==> src/rtl/sump_pkg.sv <==
// Shared opcodes and controller state encoding for the SUMP command controller.
package sump_pkg;

  localparam logic [7:0] OP_RESET   = 8'h00;
  localparam logic [7:0] OP_ARM     = 8'h01;
  localparam logic [7:0] OP_ID      = 8'h02;
  localparam logic [7:0] OP_META    = 8'h04;
  localparam logic [7:0] OP_DIVIDER = 8'h80;
  localparam logic [7:0] OP_COUNTS  = 8'h81;
  localparam logic [7:0] OP_RISE    = 8'hC0;
  localparam logic [7:0] OP_FALL    = 8'hC1;

  typedef enum logic [2:0] {
    ST_IDLE,
    ST_DECODE,
    ST_META_START,
    ST_META_WAIT,
    ST_ARMED,
    ST_CAPTURE
  } controller_state_t;

endpackage

==> src/rtl/sump_watchdog.sv <==
// Load-on-clear down-counter; expired_o is high while enabled once the count reaches zero.
module sump_watchdog #(
  parameter int unsigned TIMEOUT_CYCLES = 1000000
) (
  input  logic clk,
  input  logic srst,
  input  logic clear_i,
  input  logic en_i,
  output logic expired_o
);

  localparam int CW = (TIMEOUT_CYCLES > 1) ? $clog2(TIMEOUT_CYCLES) : 1;
  localparam logic [CW-1:0] LOAD = CW'(TIMEOUT_CYCLES - 1);

  logic [CW-1:0] count_q;

  always_ff @(posedge clk) begin
    if (srst) begin
      count_q <= LOAD;
    end else if (clear_i) begin
      count_q <= LOAD;
    end else if (en_i && (count_q != '0)) begin
      count_q <= count_q - 1'b1;
    end
  end

  assign expired_o = en_i && (count_q == '0);

endmodule

==> src/rtl/sump_controller.sv <==
// SUMP command controller: latches commands, holds configuration, sequences meta/arm/capture.
// Optional META_WAIT watchdog enabled by defining SUMP_CTRL_META_TIMEOUT_EN.
module sump_controller
  import sump_pkg::*;
#(
  parameter int unsigned SAMPLE_WIDTH   = 8,
  parameter int unsigned DIVIDER_WIDTH  = 24,
  parameter int unsigned COUNT_WIDTH    = 16,
  parameter int unsigned TIMEOUT_CYCLES = 1000000
) (
  input  logic                     clock,
  input  logic                     ext_reset,
  input  logic [7:0]               opcode,
  input  logic [31:0]              command,
  input  logic                     cmd_recv_rx,
  input  logic                     run,
  input  logic                     capture_done,
  input  logic                     transmit_busy,
  input  logic                     meta_transmit_finish,
  output logic                     reset,
  output logic [DIVIDER_WIDTH-1:0] divider,
  output logic [COUNT_WIDTH-1:0]   read_count,
  output logic [COUNT_WIDTH-1:0]   delay_count,
  output logic                     data_meta_mux,
  output logic                     arm,
  output logic                     send_id,
  output logic                     begin_meta_transmit,
  output logic [SAMPLE_WIDTH-1:0]  risePattern,
  output logic [SAMPLE_WIDTH-1:0]  fallPattern,
  output logic                     meta_timeout
);

  controller_state_t        state_q;
  logic [7:0]               op_q;
  logic [31:0]              cmd_q;
  logic                     finish_seen_q;
  logic                     reset_q, mux_q, arm_q, send_id_q, begin_meta_q, meta_timeout_q;
  logic [DIVIDER_WIDTH-1:0] divider_q;
  logic [COUNT_WIDTH-1:0]   read_count_q, delay_count_q;
  logic [SAMPLE_WIDTH-1:0]  rise_q, fall_q;

  logic abort, meta_done, timeout_hit, unused_ok;

  // A reset command is the only one honoured while a flow is in progress.
  assign abort     = cmd_recv_rx && (opcode == OP_RESET) && (state_q != ST_IDLE);
  assign meta_done = (meta_transmit_finish || finish_seen_q) && !transmit_busy;
  assign unused_ok = ^{cmd_q, (TIMEOUT_CYCLES == 0)};

`ifdef SUMP_CTRL_META_TIMEOUT_EN
  sump_watchdog #(.TIMEOUT_CYCLES(TIMEOUT_CYCLES)) u_watchdog (
    .clk      (clock),
    .srst     (ext_reset),
    .clear_i  (state_q == ST_META_START),
    .en_i     (state_q == ST_META_WAIT),
    .expired_o(timeout_hit)
  );
`else
  assign timeout_hit = 1'b0;
`endif

  always_ff @(posedge clock) begin
    if (ext_reset) begin
      state_q        <= ST_IDLE;
      op_q           <= '0;
      cmd_q          <= '0;
      finish_seen_q  <= 1'b0;
      reset_q        <= 1'b0;
      mux_q          <= 1'b0;
      arm_q          <= 1'b0;
      send_id_q      <= 1'b0;
      begin_meta_q   <= 1'b0;
      meta_timeout_q <= 1'b0;
      divider_q      <= '0;
      read_count_q   <= '0;
      delay_count_q  <= '0;
      rise_q         <= '0;
      fall_q         <= '0;
    end else begin
      reset_q        <= 1'b0;
      begin_meta_q   <= 1'b0;
      meta_timeout_q <= 1'b0;
      if (abort) begin
        reset_q       <= 1'b1;
        arm_q         <= 1'b0;
        mux_q         <= 1'b0;
        finish_seen_q <= 1'b0;
        state_q       <= ST_IDLE;
      end else begin
        case (state_q)
          ST_IDLE: begin
            if (cmd_recv_rx) begin
              op_q    <= opcode;
              cmd_q   <= command;
              state_q <= ST_DECODE;
            end
          end
          ST_DECODE: begin
            state_q <= ST_IDLE;
            case (op_q)
              OP_RESET: begin
                reset_q <= 1'b1;
                arm_q   <= 1'b0;
                mux_q   <= 1'b0;
              end
              OP_ARM: begin
                arm_q   <= 1'b1;
                state_q <= ST_ARMED;
              end
              OP_ID, OP_META: begin
                send_id_q    <= (op_q == OP_ID);
                mux_q        <= 1'b0;
                begin_meta_q <= 1'b1;
                state_q      <= ST_META_START;
              end
              OP_DIVIDER: divider_q <= cmd_q[DIVIDER_WIDTH-1:0];
              OP_COUNTS: begin
                read_count_q  <= cmd_q[COUNT_WIDTH-1:0];
                delay_count_q <= cmd_q[16+COUNT_WIDTH-1:16];
              end
              OP_RISE: rise_q <= cmd_q[SAMPLE_WIDTH-1:0];
              OP_FALL: fall_q <= cmd_q[SAMPLE_WIDTH-1:0];
              default: ;
            endcase
          end
          ST_META_START: begin
            finish_seen_q <= 1'b0;
            state_q       <= ST_META_WAIT;
          end
          ST_META_WAIT: begin
            if (meta_done) begin
              finish_seen_q <= 1'b0;
              state_q       <= ST_IDLE;
            end else if (timeout_hit) begin
              finish_seen_q  <= 1'b0;
              meta_timeout_q <= 1'b1;
              mux_q          <= 1'b0;
              state_q        <= ST_IDLE;
            end else if (meta_transmit_finish) begin
              finish_seen_q <= 1'b1;
            end
          end
          ST_ARMED: begin
            if (run) begin
              arm_q   <= 1'b0;
              mux_q   <= 1'b1;
              state_q <= ST_CAPTURE;
            end
          end
          ST_CAPTURE: begin
            if (capture_done) begin
              mux_q   <= 1'b0;
              state_q <= ST_IDLE;
            end
          end
          default: state_q <= ST_IDLE;
        endcase
      end
    end
  end

  assign reset               = reset_q;
  assign divider             = divider_q;
  assign read_count          = read_count_q;
  assign delay_count         = delay_count_q;
  assign data_meta_mux       = mux_q;
  assign arm                 = arm_q;
  assign send_id             = send_id_q;
  assign begin_meta_transmit = begin_meta_q;
  assign risePattern         = rise_q;
  assign fallPattern         = fall_q;
  assign meta_timeout        = meta_timeout_q;

endmodule

==> config.mk <==
export PLATFORM = sky130hd
export DESIGN_NAME = sump_controller
export DESIGN_NICKNAME = d
export VERILOG_FILES = /design/src/rtl/sump_pkg.sv /design/src/rtl/sump_watchdog.sv /design/src/rtl/sump_controller.sv
export SDC_FILE = /design/constraint.sdc
export NUM_CORES = 1
export LEC_CHECK = 0
export BUFFER_PORTS_ARGS = -buffer_cell sky130_fd_sc_hd__buf_2
export CORE_AREA = 3 3 106 98
export CTS_CLUSTER_SIZE = 12
export DETAILED_ROUTE_END_ITERATION = 10
export DIE_AREA = 0 0 109 101
export HOLD_SLACK_MARGIN = 0.03
export PLACE_DENSITY = 0.9
export SETUP_SLACK_MARGIN = 0.5
export SKIP_CTS_REPAIR_TIMING = 1
export SLEW_MARGIN = 40
export SYNTH_ARGS = -nofsm -noshare
export SYNTH_HDL_FRONTEND = slang
export SYNTH_HIERARCHICAL = 1
export SYNTH_SLANG_ARGS = --single-unit
==> constraint.sdc <==
create_clock -name clock -period 2.25 [get_ports clock]
set_input_delay 0.1125 -clock clock [delete_from_list [all_inputs] [get_ports clock]]
set_output_delay 0.1125 -clock clock [all_outputs]
set_load 0.01 [all_outputs]
### Yosys cells after proc, flatten, opt, wreduce, memory -nomap -nowiden

Index checks and enable logic that the tools add are counted.

| word-level totals | value |
|---|---|
| flip-flop bits (word level) | 121 |
| input bits | 47 |
| output and inout bits | 78 |
| logic and storage cells | 81 |

| operators by class | value |
|---|---|
| equal/unequal tests | 19 |
| multiplexer cells | 20 |
| bitwise gates (word level) | 2 |
| reductions and logical operators | 26 |

Operators with widths:

| cell | number |
|---|---|
| equality test 8 bit (second input constant) | 4 |
| AND reduction 3 bit | 7 |
| one-hot mux 3 bit (6 select lines) | 1 |
| logical NOT 8 bit | 2 |
| two-way mux 3 bit | 4 |
| two-way mux 1 bit | 10 |
| != test 2 bit (second input constant) | 5 |
| equality test 8 x 1 -> 1 bit (second input constant) | 1 |
| equality test 8 x 2 -> 1 bit (second input constant) | 1 |
| equality test 8 x 3 -> 1 bit (second input constant) | 1 |
| AND reduction 4 bit | 2 |
| equality test 3 x 2 -> 1 bit (second input constant) | 2 |
| equality test 3 bit (second input constant) | 2 |
| one-hot mux 1 bit (2 select lines) | 3 |
| one-hot mux 3 bit (2 select lines) | 1 |
| nonzero test 3 bit | 2 |
| OR reduction 3 bit | 2 |
| nonzero test 2 bit | 2 |
| OR reduction 2 bit | 2 |
| equality test 3 x 1 -> 1 bit (second input constant) | 1 |
| logical AND 1 bit | 3 |
| logical NOT 3 bit | 1 |
| != test 3 x 1 -> 1 bit (second input constant) | 1 |
| != test 3 bit (second input constant) | 1 |
| other kinds (5) | 6 |

### Longest topological paths before layout

Gate-level depths: netlist (run 1).

| depth | value |
|---|---|
| word-level depth | 5 |
| depth in mapped cells | 7 |

### Worst setup path after synthesis (run 1)

OpenSTA, ideal clock, no wires.

| timing | value |
|---|---|
| path type | reg-to-reg |
| start point | register op_q[1] |
| end point | register read_count_q[13] (netlist: read_count[13]) |
| data arrival time | 1436 ps |
| path slack | 682 ps |
| cell stages (with the launch flop) | 7 |
| path buffers | 2 |
| cell sequence | dfxtp_1 buf_2 nor4b_2 nand3_1 clkbuf_1 o21ai_0 a21oi_1 |

| on the way | value |
|---|---|
| word-level cells in the longest chain between the ends | 2 |

Ends and longest elaborated chain:

| what | RTL line | text |
|---|---|---|
| from (decl) | sump_controller.sv:34 | `logic [7:0] op_q;` |
| from (signal assigned) | sump_controller.sv:92 | `op_q <= opcode;` |
| equality test 8 bit | sump_controller.sv:99 | `case (op_q)` |
| AND reduction 3 bit (no source line) | - |  |
| to (signal assigned) | sump_controller.sv:117 | `read_count_q <= cmd_q[COUNT_WIDTH-1:0];` |
| to (decl) | sump_controller.sv:39 | `logic [COUNT_WIDTH-1:0] read_count_q, delay_count_q;` |

No other way between the ends.
A chain may end at the register's enable or synchronous reset.

### Final worst setup path (run 1)

| timing | value |
|---|---|
| start point | input opcode[3] |
| end point | register read_count_q[15] (netlist: read_count[15]) |

| on the way | value |
|---|---|
| word-level cells in the longest chain between the ends | 5 |

Ends and longest elaborated chain:

| what | RTL line | text |
|---|---|---|
| from (decl) | sump_controller.sv:13 | `input logic [7:0] opcode,` |
| logical NOT 8 bit | sump_controller.sv:45 | `assign abort = cmd_recv_rx && (opcode == OP_RESET) && (state_q != ST_IDLE);` |
| logical AND 1 bit (2 in series) | sump_controller.sv:45 |  |
| inverter 1 bit (no source line) | - |  |
| AND reduction 3 bit (no source line) | - |  |

No other way between the ends.

==> results of run 1 <==
-- kinds of logic after synthesis --
| family | synth area share |
|---|---|
| compound gates | 0.1796 |
| xor+xnor | 0.001793 |
| buf+inv | 0.07172 |
| flops | 0.4959 |
| mux | 0.03688 |
| other cells | 0.0007677 |
| simple gates | 0.2134 |
-- registers in the layout, summed over array words and instances (netlist names) --
register and cells:
reset 1, read_count 16, cmd_q 32, risePattern 8
arm 1, op_q 8, finish_seen_q 1, send_id 1
fallPattern 8, delay_count 16, divider 24, data_meta_mux 1
state_q 3, begin_meta_transmit 1
-- cells in the mapped netlist, types with 2 or more instances --
cell	count
dfxtp_1	121
a21oi_1	101
nand2_1	84
nand3_1	60
o21ai_0	48
nand2b_1	25
clkbuf_1	24
mux2i_1	18
o21ai_1	12
buf_2	10
buf_6	8
nor2_1	5
buf_4	4
nor3_1	4
a31oi_1	3
and3_1	3
buf_12	3
clkbuf_2	3
nand4_2	3
nor2b_1	3
inv_1	2
nor4b_2	2
-- worst max-delay path by stage --
stage / from / to
floorplan: op_q[1] / read_count[13]
global placement: state_q[0] / delay_count[2]
detailed placement: state_q[0] / read_count[8]
CTS: state_q[0] / read_count[15]
global route: opcode[3] / divider[7]
finish: opcode[3] / read_count[15]
-- where the power goes --
part | internal [mW] | switching, mW
registers | 2.20 | 0.0673
logic | 0.186 | 0.212
clock network | 1.72 | 1.00
-- metal layers --
layer / part of all wire / up-vias / wire length (um)
met5: 0 / - / 0
met4: 0.017 / 0 / 239
met3: 0.072 / 23 / 1015
met2: 0.51 / 228 / 7266
met1: 0.40 / 2282 / 5638
li1: - / 2274 / -
-- critical path, stage by stage --
cell	delay, ns
dlygate4sd3_1	0.54
buf_2	0.13
nor4_1	0.47
and4b_2	0.33
buf_12	0.23
o21ai_0	0.15
a21oi_1	0.17
-- per-stage QoR --
step	cell area, um^2	power (mW)
2_1_floorplan	4885	2.511
3_3_place_gp	5434	2.601
3_5_place_dp	5434	2.617
4_1_cts	6033	5.321
5_1_grt	6576	5.575
6_report	6576	5.395
-- area by class of cell --
cell class / instances / area [um^2]
fillers: 710 / 2910
flip-flops and latches: 121 / 2429
multi-input cells: 391 / 2162
repair buffers: 183 / 1221
clock buffers: 18 / 427.9
clock inverters: 14 / 171.4
well taps: 126 / 157.7
inverters: 2 / 7.507
==> results_dict.tcl, run 1 <==
set metrics [dict create \
    status "finished, final reports clean" \
    yosysTopAreaCell "dfxtp_1" \
    cp_max_fo 58 \
    hp-start "run" \
    power_density_nw_per_um2 820.4 \
    htreeDepth 4 \
    place_ws_ns 0.3600 \
    holdPathStages 3 \
    ant_nets 0 \
    fin_ws_ns 0.4954 \
    cp-start-kind "input port" \
    drt_pass1_iterations 5 \
    drt-initial-drc-count 375 \
    dieArea_um2 11010 \
    antenna_cells 0 \
    start_util 0.5149 \
    yosysUniqueCellTypes 43 \
    worst-setup-path-type "in -> reg" \
    min_to "state_q[0]" \
    globalRouteTotalUtil 0.2393 \
    syn_nets 614 \
    place_congestion 0.8931 \
    wl_um 14160 \
    fin_worst_skew_ns 0.007016 \
    antenna_found_initial 0 \
    crit_path_end_kind "register" \
    synthArstFlopShare 0 \
    finalHoldViolCount 0 \
    drc 0 \
    r2r-start "state_q[2]" \
    syn_to_final_growth_pct 34.63 \
    rsz0062_at_grt "false" \
    vdd_drop_max_v 0.0004596 \
    fin_cells 855 \
    timing.hold.ws_ns 0.01916 \
    relSlewSlack 0.6568 \
    num_vias 4807 \
    clk_pin_slew_worst_paths_ns 0.06 \
    setup_viol 0 \
    wl_per_cell_um 16.56 \
    tritoncts "yes" \
    cp.arrival_ns 2.18 \
    clk_path_buf_depth 2 \
    finalMaxSlewViolations 0 \
    maxCapViolCount 0 \
    netlist_top_cells_area "dfxtp_1 50%, a21oi_1 10%, nand2_1 6.5%, nand3_1 6.1%, o21ai_0 4.9%" \
    synthCells 567 \
    clk_latency_ns 0.50 \
    cts_sinks 121 \
    nets 763 \
    grt_max_degree 59 \
    final_common_cell "buf_2" \
    grt_pass1_wl_um 20840 \
    num_rows 34 \
    grt_util_met2 0.4008 \
    fp.dieW_um 109 \
    synth_edf_count 0 \
    fmax_mhz 569.9 \
    port_buffers 123 \
    cts_buffers 17 \
    regToRegSetupSlack_ns 0.54 \
    tightest_slew_ns 0.5101 \
    worst_r2r_path_depth 6 \
    yosysTopAreaCellShare 0.4959 \
    die_height_um 101 \
    cts_root_buf "clkbuf_8" \
    final_cell_mix "122 x buf_2, 118 x dfxtp_1, 101 x a21oi_1, 83 x nand2_1, 60 x nand3_1" \
    min_path_type "in -> reg" \
    p_leak_nw 2.752 \
    use_met3 0.06278 \
    synth-seq-cells 121 \
    vias_per_cell 5.622 \
    fp.coreArea_um2 9487 \
    top_usage_layer "met2" \
    post-route-period-util 0.7798 \
    drive_above_1_share 0.2593 \
    finalSetupTns_ns 0 \
    ys_warn_count 6 \
    period_needed_ns 1.755 \
    grt_overflow_total 0 \
    dp.cells 775 \
    grt_pass1_vias 4370 \
    r2r-end "read_count[15]" \
    seq_area_frac_synth 0.4959 \
    synth.avg_cell_area_um2 8.615 \
    worst_ep_required_time_ns 2.67 \
    io_pins 125 \
    synth_area_um2 4885 \
    postLayoutCoreUtil 0.6932 \
    synth_top_flop_cell "dfxtp_1" \
    use_met1 0.2913 \
    dp_hpwl_um 8565 \
]
Note: power is estimated with default switching activity, not from simulation.
==> run 2: changes to the inputs <==
Settings changed: ABC_AREA from default to 1, CORE_AREA 3 3 106 98 to 3 3 111 103, DIE_AREA 0 0 109 101 to 0 0 114 106, PLACE_DENSITY 0.9 to 0.86.
Clock period 2.25 ns to 1.4 ns, I/O delays scaled along.
==> results_dict.tcl, run 2 <==
set metrics [dict create \
    port_buffers 123 \
    synth_edf_count 0 \
    post-route-period-util 1.115 \
    status "finished with violations" \
    start_util 0.4716 \
    num_vias 5972 \
    synth-compound-area-share 0.1383 \
    tightest_slew_ns 0.5335 \
    syn_to_final_growth_pct 68.00 \
    drt_pass1_iterations 9 \
    fin_worst_skew_ns 0.01258 \
    io_pins 125 \
    synth_area_um2 4832 \
    regToRegSetupSlack_ns -0.16 \
    cp.arrival_ns 1.89 \
    fin_ws_ns -0.1604 \
    synth-simple-area-share 0.2926 \
    nets 866 \
    vdd_drop_max_v 0.0009636 \
    synth_fa_ha_area_frac 0 \
    antenna_cells 0 \
    dp_hpwl_um 9549 \
    antenna_found_initial 0 \
    final_cell_mix "105 x a21oi_1, 99 x nand2_1, 73 x nand4_1, 70 x buf_6, 68 x dfxtp_2" \
    synthArstFlopShare 0 \
    fmax_mhz 640.8 \
    cts_buffers 17 \
    final_common_cell "a21oi_1" \
    wl_um 20700 \
    synthCells 617 \
    relSlewSlack 0.6443 \
    ant_nets 0 \
    r2r-start "state_q[0]" \
    place_ws_ns -0.08209 \
    finalSetupTns_ns -6.290 \
    grt_pass1_vias 4660 \
    vias_per_cell 6.221 \
    synth.most_common_cell "nand2_1" \
    grt_max_degree 110 \
    nFillCells 547 \
    synth_top_family_by_area "simple AND/OR/NAND/NOR gates" \
    crit_buf_inv 3 \
    worst_r2r_path_depth 9 \
    maxCapViolCount 0 \
    die_height_um 106 \
    clk_path_buf_depth 2 \
    place_congestion 0.8711 \
    seq_area_frac_synth 0.5013 \
    tritoncts "yes" \
    cts_sinks 121 \
    cp-endpoint "divider[5]" \
    yosysTopAreaCellShare 0.5013 \
    rsz0062_at_grt "true" \
    fp.coreArea_um2 10250 \
    yosysTopAreaCell "dfxtp_1" \
    synth_top_flop_cell "dfxtp_1" \
    clk_pin_slew_worst_paths_ns 0.06 \
    cts_root_buf "clkbuf_16" \
    synthMuxAreaShare 0 \
    largest_register "cmd_q" \
    setup.worst_path.start "state_q[0]" \
    dieArea_um2 12080 \
    cp-start-kind "register" \
    num_rows 35 \
    grt_overflow_total 0 \
    worst_ep_required_time_ns 1.73 \
    r2r-end "divider[5]" \
    p_leak_nw 3.176 \
    violations "setup timing" \
    netlist_top_cells_area "dfxtp_1 50%, a21oi_1 12%, nand2_1 11%, nand4_1 9.5%, nand3_1 4.7%" \
    fp.dieW_um 114 \
    wl_per_cell_um 21.56 \
    syn_nets 664 \
    synth-seq-cells 121 \
    finalHoldViolCount 0 \
    clk_latency_ns 0.42 \
    timing.hold.ws_ns 0.01995 \
    ys_warn_count 6 \
    synthXorXnorAreaFrac 0 \
    drt-initial-drc-count 760 \
    worst_path_dominant_cell_family "simple AND/OR/NAND/NOR gates" \
    worst-setup-path-type "reg -> reg" \
    worst_path_largest_cell_delay_ns 0.38 \
    power_density_nw_per_um2 1190 \
    synth.avg_cell_area_um2 7.832 \
    cp_max_fo 6 \
    ys_top_cells_by_count "136 x nand2_1, 121 x dfxtp_1, 120 x a21oi_1, 73 x nand4_1, 45 x nand3_1" \
    drc 0 \
    largest_reg_flops 32 \
    drive_above_1_share 0.4525 \
    crit_slowest_cell "dfxtp_4" \
    crit_path_end_kind "register" \
    setup_viol 79 \
    cp_num_cells 9 \
    crit_chain "inv_4 > nand2_4 > inv_8 > nor2_4 > nand2_8 > buf_6 > nand3_4 > nand2_2 > a21oi_1" \
    min_path_type "in -> reg" \
    period_needed_ns 1.560 \
    htreeDepth 4 \
    yosysUniqueCellTypes 25 \
    globalRouteTotalUtil 0.2401 \
    finalMaxSlewViolations 0 \
    grt_pass1_wl_um 23340 \
]
## run 2: final cells by class
cell class | instances | area, um^2 | area share
Sequential cell | 121 | 2515 | 0.3098
Clock inverter | 8 | 142.6 | 0.01757
Clock buffer | 23 | 478.0 | 0.05888
Inverter | 19 | 88.84 | 0.01094
Timing Repair Buffer | 228 | 2250 | 0.2771
Multi-Input combinational cell | 432 | 2482 | 0.3058
Tap cell | 129 | 161.4 | 0.01988
## run 2: how the worst min path moves through the flow
| stage | from | end | slack [ns] | depth (start not counted) |
|---|---|---|---|---|
| after floorplan | opcode[5] | op_q[5] | 0.23 | 2 |
| after global placement | command[27] | cmd_q[27] | 0.35 | 3 |
| after detailed placement | command[27] | cmd_q[27] | 0.35 | 3 |
| after CTS | command[27] | cmd_q[27] | -0.08 | 3 |
| after global routing | opcode[3] | op_q[3] | 0.04 | 3 |
| final | opcode[3] | op_q[3] | 0.02 | 3 |
## run 2: tightest hold or removal path, stage by stage
cell,delay (ns)
buf_2,0.11
o21ai_1,0.14
a21oi_1,0.06
## run 2: cell families (layout without fill, tap and decap cells)
family          after synthesis  after routing
simple gates                295            299
compound gates              132            132
flops                       121            121
buf+inv                      68            278
other cells                   1              1
## run 2: metal layers
layer	vias to the layer above	GRT usage	wire length [um]
met5	-	0	0
met4	0	0.08312	1098
met3	115	0.06944	2256
met2	493	0.3867	10040
met1	2795	0.3069	7307
li1	2569	-	-
## run 2: power by group
part / switching, mW / leakage [nW] / internal (mW)
Sequential: 0.125 / 1.02 / 3.56
Combinational: 0.745 / 1.86 / 0.552
Clock: 1.58 / 0.303 / 3.10
## run 2: per-stage QoR
stage | utilization | cells | power (mW) | cell area [um^2]
after global routing | 0.7922 | 960 | 9.891 | 8118
after detailed placement | 0.5600 | 846 | 4.555 | 5738
after CTS | 0.6205 | 877 | 9.108 | 6359
after floorplan | - | 617 | 4.264 | 4945
final | 0.7922 | 960 | 9.664 | 8118
after global placement | 0.5600 | 846 | 4.541 | 5738
